==> src/rtl/maze_walker_if.sv <==
// Request, map-ROM and status signals between the maze walker and its surroundings.
// The walker uses the master view and the host/ROM/display side uses the slave view.
interface maze_walker_if;
  logic       restart;
  logic       dir_valid;
  logic [1:0] dir;
  logic       rom_en;
  logic [2:0] rom_addr;
  logic [7:0] rom_data;
  logic [2:0] pos_x;
  logic [2:0] pos_y;
  logic       busy;
  logic       moved;
  logic       bump;
  logic       goal;
  logic [7:0] move_count;

  modport master (
    input  restart, dir_valid, dir, rom_data,
    output rom_en, rom_addr, pos_x, pos_y, busy, moved, bump, goal, move_count
  );

  modport slave (
    output restart, dir_valid, dir, rom_data,
    input  rom_en, rom_addr, pos_x, pos_y, busy, moved, bump, goal, move_count
  );
endinterface

==> src/rtl/maze_walker.sv <==
// Player-position controller for an 8x8 maze. It checks the target cell against the
// registered map ROM row and moves only into open cells.
module maze_walker #(
  parameter int unsigned START_X = 0,
  parameter int unsigned START_Y = 0,
  parameter int unsigned GOAL_X  = 7,
  parameter int unsigned GOAL_Y  = 7
) (
  input logic          clk,
  input logic          reset,
  maze_walker_if.master bus
);

  localparam logic [2:0] StartX = 3'(START_X);
  localparam logic [2:0] StartY = 3'(START_Y);
  localparam logic [2:0] GoalX  = 3'(GOAL_X);
  localparam logic [2:0] GoalY  = 3'(GOAL_Y);

  typedef enum logic [1:0] {StIdle, StFetch, StCheck} state_e;

  state_e     state_q;
  logic [2:0] pos_x_q, pos_y_q;
  logic [2:0] tx_q, ty_q;
  logic       rom_en_q;
  logic [2:0] rom_addr_q;
  logic       busy_q, moved_q, bump_q, goal_q;
  logic [7:0] count_q;

  // One spare bit so a step off either edge shows up as bit 3 set (-1 wraps to 4'hF).
  logic [3:0] tgt_x, tgt_y;
  logic       tgt_ok;

  always_comb begin
    tgt_x = {1'b0, pos_x_q};
    tgt_y = {1'b0, pos_y_q};
    case (bus.dir)
      2'b00:   tgt_y = {1'b0, pos_y_q} - 4'd1;
      2'b01:   tgt_y = {1'b0, pos_y_q} + 4'd1;
      2'b10:   tgt_x = {1'b0, pos_x_q} - 4'd1;
      default: tgt_x = {1'b0, pos_x_q} + 4'd1;
    endcase
    tgt_ok = !tgt_x[3] && !tgt_y[3];
  end

  always_ff @(posedge clk or posedge reset) begin
    if (reset) begin
      state_q    <= StIdle;
      pos_x_q    <= StartX;
      pos_y_q    <= StartY;
      tx_q       <= 3'd0;
      ty_q       <= 3'd0;
      rom_en_q   <= 1'b0;
      rom_addr_q <= 3'd0;
      busy_q     <= 1'b0;
      moved_q    <= 1'b0;
      bump_q     <= 1'b0;
      goal_q     <= 1'b0;
      count_q    <= 8'd0;
    end else if (bus.restart) begin
      // Aborts any in-flight request without a pulse.
      state_q  <= StIdle;
      pos_x_q  <= StartX;
      pos_y_q  <= StartY;
      rom_en_q <= 1'b0;
      busy_q   <= 1'b0;
      moved_q  <= 1'b0;
      bump_q   <= 1'b0;
      goal_q   <= 1'b0;
      count_q  <= 8'd0;
    end else begin
      moved_q <= 1'b0;
      bump_q  <= 1'b0;
      case (state_q)
        StIdle: begin
          if (bus.dir_valid && !goal_q) begin
            if (tgt_ok) begin
              tx_q       <= tgt_x[2:0];
              ty_q       <= tgt_y[2:0];
              rom_addr_q <= tgt_y[2:0];
              rom_en_q   <= 1'b1;
              busy_q     <= 1'b1;
              state_q    <= StFetch;
            end else begin
              bump_q <= 1'b1;
            end
          end
        end
        StFetch: begin
          rom_en_q <= 1'b0;
          state_q  <= StCheck;
        end
        StCheck: begin
          if (bus.rom_data[tx_q]) begin
            pos_x_q <= tx_q;
            pos_y_q <= ty_q;
            moved_q <= 1'b1;
            if (count_q != 8'hFF) count_q <= count_q + 8'd1;
            if (tx_q == GoalX && ty_q == GoalY) goal_q <= 1'b1;
          end else begin
            bump_q <= 1'b1;
          end
          busy_q  <= 1'b0;
          state_q <= StIdle;
        end
        default: begin
          rom_en_q <= 1'b0;
          busy_q   <= 1'b0;
          state_q  <= StIdle;
        end
      endcase
    end
  end

  assign bus.rom_en     = rom_en_q;
  assign bus.rom_addr   = rom_addr_q;
  assign bus.pos_x      = pos_x_q;
  assign bus.pos_y      = pos_y_q;
  assign bus.busy       = busy_q;
  assign bus.moved      = moved_q;
  assign bus.bump       = bump_q;
  assign bus.goal       = goal_q;
  assign bus.move_count = count_q;

endmodule

==> src/flat_wrapper.sv <==
// flat-port wrapper written by rule: the top's interface ports become plain ports
module maze_walker_flat 
#(
  parameter int unsigned START_X = 0,
  parameter int unsigned START_Y = 0,
  parameter int unsigned GOAL_X  = 7,
  parameter int unsigned GOAL_Y  = 7
)
  (clk, reset, bus_restart, bus_dir_valid, bus_dir, bus_rom_data, bus_rom_en, bus_rom_addr, bus_pos_x, bus_pos_y, bus_busy, bus_moved, bus_bump, bus_goal, bus_move_count);
  maze_walker_if bus_i ();
  input logic clk;
  input logic reset;
  input wire logic [$bits(bus_i.restart)-1:0] bus_restart;
  input wire logic [$bits(bus_i.dir_valid)-1:0] bus_dir_valid;
  input wire logic [$bits(bus_i.dir)-1:0] bus_dir;
  input wire logic [$bits(bus_i.rom_data)-1:0] bus_rom_data;
  output wire logic [$bits(bus_i.rom_en)-1:0] bus_rom_en;
  output wire logic [$bits(bus_i.rom_addr)-1:0] bus_rom_addr;
  output wire logic [$bits(bus_i.pos_x)-1:0] bus_pos_x;
  output wire logic [$bits(bus_i.pos_y)-1:0] bus_pos_y;
  output wire logic [$bits(bus_i.busy)-1:0] bus_busy;
  output wire logic [$bits(bus_i.moved)-1:0] bus_moved;
  output wire logic [$bits(bus_i.bump)-1:0] bus_bump;
  output wire logic [$bits(bus_i.goal)-1:0] bus_goal;
  output wire logic [$bits(bus_i.move_count)-1:0] bus_move_count;
  assign bus_i.restart = bus_restart;
  assign bus_i.dir_valid = bus_dir_valid;
  assign bus_i.dir = bus_dir;
  assign bus_i.rom_data = bus_rom_data;
  assign bus_rom_en = bus_i.rom_en;
  assign bus_rom_addr = bus_i.rom_addr;
  assign bus_pos_x = bus_i.pos_x;
  assign bus_pos_y = bus_i.pos_y;
  assign bus_busy = bus_i.busy;
  assign bus_moved = bus_i.moved;
  assign bus_bump = bus_i.bump;
  assign bus_goal = bus_i.goal;
  assign bus_move_count = bus_i.move_count;
  maze_walker #(.START_X(START_X), .START_Y(START_Y), .GOAL_X(GOAL_X), .GOAL_Y(GOAL_Y)) u_core (.clk(clk), .reset(reset), .bus(bus_i));
endmodule
==> config.mk <==
export PLATFORM = sky130hd
export DESIGN_NAME = maze_walker_flat
export DESIGN_NICKNAME = d
export VERILOG_FILES = /design/src/rtl/maze_walker_if.sv /design/src/rtl/maze_walker.sv /design/src/flat_wrapper.sv
export SDC_FILE = /design/constraint.sdc
export NUM_CORES = 1
export LEC_CHECK = 0
export ABC_AREA = 0
export BUFFER_PORTS_ARGS = -buffer_cell sky130_fd_sc_hd__buf_2
export CAP_MARGIN = 0
export CORE_MARGIN = 5
export CORE_UTILIZATION = 50
export DETAILED_ROUTE_END_ITERATION = 8
export PLACE_DENSITY_LB_ADDON = 0.25
export SLEW_MARGIN = 5
export SYNTH_ARGS = -nofsm -noshare
export SYNTH_HDL_FRONTEND = slang
export SYNTH_SLANG_ARGS = --single-unit
==> constraint.sdc <==
create_clock -name clk -period 2.85 [get_ports clk]
set_input_delay 0 -clock clk [delete_from_list [all_inputs] [get_ports clk]]
set_output_delay 0 -clock clk [all_outputs]
set_load 0.1 [all_outputs]
==> run_results.csv, run 1 <==
group,metric,value,unit
clock_tree,cts.htree.levels,1,
synth,yosys.area_share.simple,18.5,%
floorplanning,die_w,64.5,um
layout,final_cell_area,1710,um^2
worst_setup_path,endpoint_kind,"register",
sta,slew_headroom,32.9,%
synth,synth_edf_count,0,
worst_setup_path,startpoint,"u_core.bus.pos_y[2]",
synth,synth_area_leader_cell,"dfrtp_1",
synth,synth_compound_gate_area_share,10.9,%
sta,period_share,82.7,%
floorplanning,num_rows,19,
power_and_ir_drop,ir_drop,0.459,mV
clock_tree,path_clk_slew,0.14,ns
sta,finalSetupTns,0,ns
drt,wl_per_cell,14.9,um
clock_tree,cts-buffers-inserted,3,
synth,synthFlopType,"dfrtp_1",
clock_tree,root_buffer,"clkbuf_4",
layout,num_antenna_cells,0,
drt,viasPerCell,5.73,
synth,synth_xor_area_share,4.13,%
synth,synth_top_cell_area_share,45.5,%
run_status,status,"finished clean",
drt,drc,0,
synth,ys_seq_area_share,45.5,%
placed_design,place.gp.congestion,0.840,
synth,synthCells,143,
drt,ant_nets,0,
synth,syn_nets,161,
placed_design,dpl.cell_count,203,
sta,max_freq,0.424,GHz
layout,finalNonFillerCells,209,
floorplanning,die_area,4160,um^2
sta,worstMarginPinSlew,1.01,ns
global_route,grt_use_total,16.3,%
floorplanning,core-area,2810,um^2
worst_setup_path,crit_fanout,9,
global_route,antenna_found_initial,0,
floorplanning,die_h,64.5,um
worst_setup_path,r2r_start,"u_core.bus.pos_y[2]",
placed_design,pre_cts_ws,0.512,ns
global_route,use_met1,19.5,%
global_route,grt_max_degree,28,
global_route,top_usage_layer,"met2",
synth,ys_warn_count,0,
global_route,overflow,0,
drt,num_vias,1198,
global_route,grt_first_pass_wirelength,5400,um
worst_setup_path,arrival,2.58,ns
clock_tree,cts_tree,"yes",
layout,drive_gt1_share,24.7,%
floorplanning,io_pins,36,
placed_design,hpwl,2330,um
clock_tree,cts.sinks,27,
drt,wirelength,3120,um
synth,avgSynthCellArea,10.4,um^2
synth,async_reset_ff_share,100,%
job,max_cap_viol_count,0,
clock_tree,post_cts_buffers,0,
global_route,met3_usage,5.35,%
synth,synthTopCellsByArea,"dfrtp_1 46%, mux2i_1 8.1%, mux2_1 4.6%, nor2_1 4.0%, ha_1 3.4%",
floorplanning,start_util,52.9,%
synth,synth_top_family_by_area,"simple AND/OR/NAND/NOR gates",
sta,setup_ws,0.493,ns
synth,synthAdderAreaFrac,3.37,%
clock_tree,insertion_delay,0.33,ns
layout,area_delta_synth_final,15.3,%
synth,synthMuxAreaShare,14.2,%
sta,maxSlewViolCount,0,
power_and_ir_drop,p_leak,0.898,nW
worst_setup_path,crit_required,3.08,ns
min_path,hp-class,"in -> reg",
sta,min_period,2.36,ns
power_and_ir_drop,p_per_area,523,nW/um^2
placed_design,port_buffers,35,
placed_design,place_area,1670,um^2
drt,dr.pass1.iters,4,
synth,synth_cell_types,35,
clock_tree,clk_path_buf_depth,2,
synth,netlist_area,1480,um^2
sta,rsz0062_at_grt,"false",
layout,final_core_util,61.0,%
min_path,min_from,"bus_restart",
worst_setup_path,crit_type,"reg -> reg",
sta,finClkSkew,0.00462,ns
global_route,first_global_vias,1193,
layout,multi_input_area,757,um^2
worst_setup_path,start_kind,"register",
layout,regArea,676,um^2
drt,drt-initial-drc-count,33,
sta,finalHoldViolations,0,
sta,finalSetupViolCount,0,
layout,fin_nets,197,
sta,whs,0.0579,ns
layout,fillCellCount,250,
synth,ys_seq_elements,27,
global_route,grt.met2_usage,28.0,%
power_and_ir_drop,power,895,uW
timing repair:
item / CTS / global route
resized for setup: 0 / 0
hold buffers: 2 / 0
hold endpoints to repair: 28 / 0
endpoints found under the setup margin: 0 / 0
sequential cells by signal, indices dropped and copies added (netlist names):
signal / flops
u_core.ty_q: 3
u_core.bus.pos_y: 3
u_core.bus.pos_x: 3
u_core.bus.busy: 1
u_core.bus.moved: 1
u_core.tx_q: 3
u_core.bus.bump: 1
u_core.state_q: 2
u_core.bus.goal: 1
u_core.bus.move_count: 8
u_core.bus.rom_en: 1
per-layer routing:
metal	vias up	part of all wire (%)
li1	586	-
met1	580	45
met5	-	0
met2	28	48
met3	4	6.1
met4	0	1.1
final timing paths:
check                                    endpoint  slack (ns)  depth (start not counted)
worst max-delay path               u_core.ty_q[0]        0.49                          6
worst min-delay path             u_core.bus.moved        0.06                          2
worst max register to register     u_core.ty_q[0]        0.49                          6
worst min register to register  u_core.bus.rom_en        0.53                          1
max in group asynchronous          u_core.ty_q[2]        1.81                          3
min in group asynchronous         u_core.bus.goal        0.44                          3
critical path, stage by stage (launching register included):
cell	delay, ns
dfrtp_1	0.44
ha_1	0.35
o21ai_0	0.10
a22o_1	0.18
a21oi_1	0.18
nor2b_1	0.62
mux2_1	0.39
power breakdown:
part / total, mW / leakage, nW / switching (mW) / internal, mW
registers: 0.446 / 0.365 / 0.0349 / 0.411
logic: 0.284 / 0.517 / 0.211 / 0.0730
clock network: 0.166 / 0.0150 / 0.111 / 0.0550
logic make-up (layout without fill, tap and decap cells):
logic type	count (synthesis)	after routing
AOI/OAI and AO/OA	23	23
xor gates and xnor gates	7	7
adders and majority gates	4	4
buffers and inverters	11	46
DFF	27	27
muxes	20	20
and+or+nand+nor	51	51
cell type report:
type | count | share of cell area [%]
clock buffers | 4 | 1.54
inverters | 5 | 1.10
multi-input cells | 105 | 44.2
flip-flops and latches | 27 | 39.5
well taps | 31 | 2.27
repair buffers | 37 | 11.4
cells in the mapped netlist, types with 5 or more instances:
master	count
mux2i_1	12
nand3_1	6
inv_1	5
o21ai_0	5
a21oi_1	6
and2_1	5
nor2_1	16
mux2_1	6
dfrtp_1	27
cell usage in the layout, fill, tap and decap left out, types with 2 or more instances in the layout:
cell type	Yosys	final
dfrtp_1	27	27
xnor2_1	3	3
or3_1	2	2
nand4_1	4	4
a21o_1	2	2
clkbuf_4	0	3
a21oi_1	6	6
mux2i_1	12	12
buf_2	2	35
inv_1	5	5
nand2_1	3	3
a22oi_2	2	2
nand2b_1	3	3
o21ai_0	5	5
mux2_2	2	2
nor2b_1	4	4
and4_1	3	3
and2_1	5	5
dlygate4sd3_1	0	2
ha_1	4	4
nor2_1	16	16
xor2_1	4	4
nand3_1	6	6
mux2_1	6	6
nor3_1	3	3
No activity file was read; power rests on OpenSTA's default activity.
==> run 2: changes to the inputs <==
--- a/config.mk
+++ b/config.mk
@@ -9,7 +9,7 @@
 export BUFFER_PORTS_ARGS = -buffer_cell sky130_fd_sc_hd__buf_2
 export CAP_MARGIN = 0
 export CORE_MARGIN = 5
-export CORE_UTILIZATION = 50
+export CORE_UTILIZATION = 47
 export DETAILED_ROUTE_END_ITERATION = 8
 export PLACE_DENSITY_LB_ADDON = 0.25
 export SLEW_MARGIN = 5
==> constraint.sdc (replaced) <==
create_clock -name clk -period 2 [get_ports clk]
set_input_delay 0 -clock clk [delete_from_list [all_inputs] [get_ports clk]]
set_output_delay 0 -clock clk [all_outputs]
set_load 0.1 [all_outputs]
==> run_results.csv, run 2 (synthesis results as in run 1) <==
group,metric,value,unit
run_status,status,"finished clean",
sta,rsz0062_at_grt,"true",
drt,drc,0,
clock_tree,cts_tree,"yes",
worst_setup_path,worst_path_largest_cell_delay,0.53,ns
sta,finalHoldViolations,0,
global_route,overflow,0,
layout,drive_gt1_share,38.7,%
floorplanning,die_h,66.2,um
drt,num_vias,1251,
sta,max_freq,0.520,GHz
clock_tree,cts.htree.levels,1,
sta,worstMarginPinSlew,0.557,ns
global_route,grt_first_pass_wirelength,5680,um
placed_design,hpwl,2510,um
sta,finalSetupTns,0,ns
clock_tree,clk_path_buf_depth,2,
global_route,antenna_found_initial,0,
worst_setup_path,start_kind,"register",
clock_tree,root_buffer,"clkbuf_4",
layout,final_cell_area,1850,um^2
layout,num_antenna_cells,0,
layout,final_cell_mix,"36 x buf_2, 16 x nor2_1, 15 x dfrtp_1",
worst_setup_path,endpoint_kind,"register",
floorplanning,io_pins,36,
layout,fin_nets,205,
placed_design,place_area,1770,um^2
sta,period_share,96.1,%
drt,dr.pass1.iters,4,
sta,finClkSkew,0.000756,ns
job,max_cap_viol_count,0,
layout,largest_reg_flops,8,
floorplanning,start_util,48.6,%
floorplanning,die_w,66.2,um
worst_setup_path,cp_cell_sequence,"ha_4 > o21ai_1 > a22o_1 > a21oi_2 > nor2b_4 > buf_2 > mux2_4",
worst_setup_path,arrival,2.16,ns
clock_tree,cts.sinks,27,
worst_setup_path,path_delay_family,"flip-flops",
power_and_ir_drop,p_per_area,714,nW/um^2
sta,maxSlewViolCount,0,
min_path,hp-class,"in -> reg",
layout,area_delta_synth_final,24.9,%
power_and_ir_drop,ir_drop,0.544,mV
drt,wl_per_cell,14.7,um
sta,slew_headroom,62.9,%
drt,ant_nets,0,
placed_design,place.gp.congestion,0.774,
sta,min_period,1.92,ns
drt,drt-initial-drc-count,66,
sta,finalSetupViolCount,0,
clock_tree,path_clk_slew,0.15,ns
worst_setup_path,crit_fanout,4,
drt,wirelength,3380,um
global_route,first_global_vias,1227,
worst_setup_path,crit_type,"reg -> reg",
worst_setup_path,crit_required,2.24,ns
clock_tree,cts-buffers-inserted,3,
global_route,grt_use_total,17.1,%
floorplanning,core-area,3050,um^2
power_and_ir_drop,p_leak,0.931,nW
clock_tree,insertion_delay,0.33,ns
layout,layout_commonest_cell,"buf_2",
drt,viasPerCell,5.44,
power_and_ir_drop,power,1.32,mW
floorplanning,die_area,4380,um^2
worst_setup_path,crit_slowest_cell,"dfrtp_4",
placed_design,port_buffers,35,
worst_setup_path,critPathBufInv,1,
global_route,grt_max_degree,20,
floorplanning,num_rows,20,
## run 2: per-stage QoR
stage               hold slack [ns]  std cells  setup slack (ns)  util, %
floorplan                    0.0520        143           -0.0497        -
global placement             0.0664        222             0.104     58.1
detailed placement           0.0841        222            0.0649     58.1
CTS                          0.0494        228            0.0433     59.6
global route                 0.0550        230           -0.0109     60.7
finish                       0.0590        230            0.0779     60.7
## run 2: repair_timing
item	in CTS	in global routing
endpoints found under the hold margin	14	0
setup endpoints to repair	0	6
hold buffers	2	0
gates resized for setup	0	7
buffers inserted	0	1
## run 2: final timing paths
kind	start	to	slack, ns	depth (start not counted)
min reg2reg	u_core.bus.busy	u_core.bus.busy	0.50	1
max reg2reg	u_core.bus.pos_y[2]	u_core.ty_q[1]	0.08	7
min in group asynchronous	reset	u_core.bus.moved	0.24	3
max in group asynchronous	reset	u_core.bus.move_count[3]	1.22	4
min	bus_restart	u_core.bus.moved	0.06	2
max	u_core.bus.pos_y[2]	u_core.ty_q[1]	0.08	7
## run 2: final cells by class
class / instances / area [um^2]
well taps: 44 / 55.1
multi-input cells: 105 / 803
clock buffers: 4 / 26.3
fillers: 279 / 1200
repair buffers: 45 / 256
inverters: 5 / 18.8
flip-flops and latches: 27 / 693
## run 2: power by group
part | switching, mW | leakage (nW) | internal [mW]
registers | 0.0542 | 0.346 | 0.587
clock network | 0.168 | 0.0150 | 0.0785
logic | 0.307 | 0.570 | 0.127
## run 2: layer usage
metal / GRT usage, % / vias up / wire length, um
li1: - / 602 / -
met1: 21.5 / 612 / 1530
met2: 28.7 / 32 / 1640
met3: 2.89 / 5 / 146
met4: 7.36 / 0 / 57
met5: 0 / - / 0
## run 2: worst reg2reg max path, stage by stage, from the launching register on
cell and delay, ns:
dfrtp_4 0.53, ha_4 0.29, o21ai_1 0.06, a22o_1 0.19
a21oi_2 0.14, nor2b_4 0.18, buf_2 0.16, mux2_4 0.30
==> run 3: changes to the inputs <==
--- a/config.mk
+++ b/config.mk
@@ -9,7 +9,7 @@
 export BUFFER_PORTS_ARGS = -buffer_cell sky130_fd_sc_hd__buf_2
 export CAP_MARGIN = 0
 export CORE_MARGIN = 5
-export CORE_UTILIZATION = 47
+export CORE_UTILIZATION = 50
 export DETAILED_ROUTE_END_ITERATION = 8
 export PLACE_DENSITY_LB_ADDON = 0.25
 export SLEW_MARGIN = 5
==> constraint.sdc (replaced) <==
create_clock -name clk -period 1.9 [get_ports clk]
set_input_delay 0 -clock clk [delete_from_list [all_inputs] [get_ports clk]]
set_output_delay 0 -clock clk [all_outputs]
set_load 0.1 [all_outputs]
==> run_results.csv, run 3 (synthesis results as in run 1) <==
group,metric,value,unit
power_and_ir_drop,comb_power_share,34.1,%
worst_setup_path,crit_fanout,4,
power_and_ir_drop,power,1.44,mW
global_route,first_global_vias,1261,
clock_tree,cts.htree.levels,1,
run_status,violations,"negative setup slack",
layout,drive_gt1_share,44.3,%
power_and_ir_drop,p_per_area,749,nW/um^2
power_and_ir_drop,p_leak,0.968,nW
floorplanning,start_util,52.9,%
global_route,grt_max_degree,28,
sta,finalSetupViolCount,6,
power_and_ir_drop,ir_drop,0.676,mV
min_path,hp-class,"in -> reg",
global_route,antenna_found_initial,0,
drt,wl_per_cell,15.8,um
drt,drt-initial-drc-count,57,
sta,finClkSkew,0.0117,ns
clock_tree,insertion_delay,0.35,ns
power_and_ir_drop,intPower,860,uW
layout,num_antenna_cells,0,
sta,whs,0.0241,ns
sta,maxSlewViolCount,0,
clock_tree,root_buffer,"clkbuf_4",
power_and_ir_drop,pwr-share-clk,19.1,%
drt,num_vias,1248,
sta,period_share,101,%
layout,layout_commonest_cell,"buf_2",
run_status,status,"finished, violations left",
worst_setup_path,crit_type,"reg -> reg",
job,max_cap_viol_count,0,
sta,rsz0062_at_grt,"true",
placed_design,hpwl,2530,um
clock_tree,cts_tree,"yes",
clock_tree,path_clk_slew,0.16,ns
drt,dr.pass1.iters,6,
worst_setup_path,arrival,2.17,ns
floorplanning,core-area,2810,um^2
global_route,grt_first_pass_wirelength,5890,um
floorplanning,io_pins,36,
sta,slew_headroom,67.5,%
clock_tree,cts-buffers-inserted,3,
layout,final_cell_mix,"35 x buf_2, 16 x nor2_1, 15 x dfrtp_1",
sta,min_period,1.93,ns
layout,largest_reg_flops,8,
power_and_ir_drop,switching_share,40.3,%
drt,viasPerCell,5.60,
placed_design,pre_cts_ws,-0.0377,ns
power_and_ir_drop,seqPwrFrac,46.8,%
floorplanning,die_h,64.5,um
sta,finalHoldViolations,0,
sta,worstMarginPinSlew,0.491,ns
sta,setup_ws,-0.0278,ns
layout,area_delta_synth_final,29.7,%
placed_design,place.gp.congestion,0.763,
placed_design,port_buffers,35,
worst_setup_path,endpoint_kind,"register",
floorplanning,die_w,64.5,um
worst_setup_path,r2r_slack,-0.03,ns
floorplanning,num_rows,19,
worst_setup_path,crit_required,2.15,ns
clock_tree,clk_path_buf_depth,2,
sta,finalSetupTns,-0.104,ns
clock_tree,cts.sinks,27,
drt,ant_nets,0,
worst_setup_path,start_kind,"register",
power_and_ir_drop,switchingPower,581,uW
min_path,hold_depth,3,
sta,max_freq,0.519,GHz
layout,fin_nets,211,
floorplanning,die_area,4160,um^2
drt,drc,0,
global_route,overflow,0,
global_route,grt_use_total,17.9,%
worst_setup_path,rr_worst_depth,7,
drt,wirelength,3520,um
==> run 3: changes by cell type in the layout (fill, tap and decap cells not counted), moves of 2 or more <==
cell,before,now
dfrtp_4,1,3
buf_6,1,3
mux2_1,3,0
dfrtp_2,11,9
buf_4,6,12
mux2_4,3,6
==> run 3: worst paths after layout <==
| kind | start | end |
|---|---|---|
| hold reg to reg | u_core.bus.rom_en | u_core.bus.rom_en |
| hold / removal | bus_dir_valid | u_core.bus.bump |
| setup / recovery | u_core.bus.pos_y[2] | u_core.ty_q[2] |
| setup reg to reg | u_core.bus.pos_y[2] | u_core.ty_q[2] |
| max in group asynchronous | reset | u_core.bus.pos_x[2] |
| min in group asynchronous | reset | u_core.bus.busy |
==> run 3: metal layers <==
layer	routed length [um]	share of wire [%]	GRT usage [%]
met1	1630	46	23.5
met2	1630	46	28.2
met3	214	6.1	4.15
met4	55	1.6	8.18
met5	0	0	0
==> run 3: worst max-delay path, cell delays in order (launching register included) <==
cell and delay (ns):
dfrtp_4 0.53, ha_4 0.28, o21ai_1 0.06, a22o_1 0.20, a21oi_2 0.15, nor2b_4 0.18
buf_6 0.13, mux2_4 0.30
==> run 3: power by group through the flow <==
| stage | Combinational, mW | Clock (mW) | Sequential (mW) |
|---|---|---|---|
| 6_report | 0.491 | 0.275 | 0.675 |
| 5_1_grt | 0.518 | 0.308 | 0.686 |
| 4_1_cts | 0.479 | 0.277 | 0.675 |
| 3_5_place_dp | 0.449 | 0 | 0.684 |
| 3_3_place_gp | 0.439 | 0 | 0.680 |
| 2_1_floorplan | 0.195 | 0 | 0.856 |
==> run 3: cell type report <==
type | count | area (um^2)
repair buffers | 51 | 309
fillers | 236 | 881
well taps | 31 | 38.8
clock buffers | 3 | 22.5
flip-flops and latches | 27 | 698
multi-input cells | 105 | 830
inverters | 5 | 18.8
clock inverters | 1 | 7.51
==> run 3: through the flow <==
step           utilization, %  instances  cell area, um^2
2_1_floorplan               -        143             1550
3_3_place_gp             64.1        212             1800
3_5_place_dp             64.1        212             1800
4_1_cts                  66.7        217             1870
5_1_grt                  68.6        223             1920
6_report                 68.6        223             1920
==> run 3: timing repair <==
action / 4_1_cts / 5_1_grt
endpoints found under the hold margin: 27 / 0
hold buffers: 1 / 0
buffers inserted: 0 / 6
endpoints found under the setup margin: 6 / 13
pin swaps: 2 / 1
resized for setup: 9 / 4
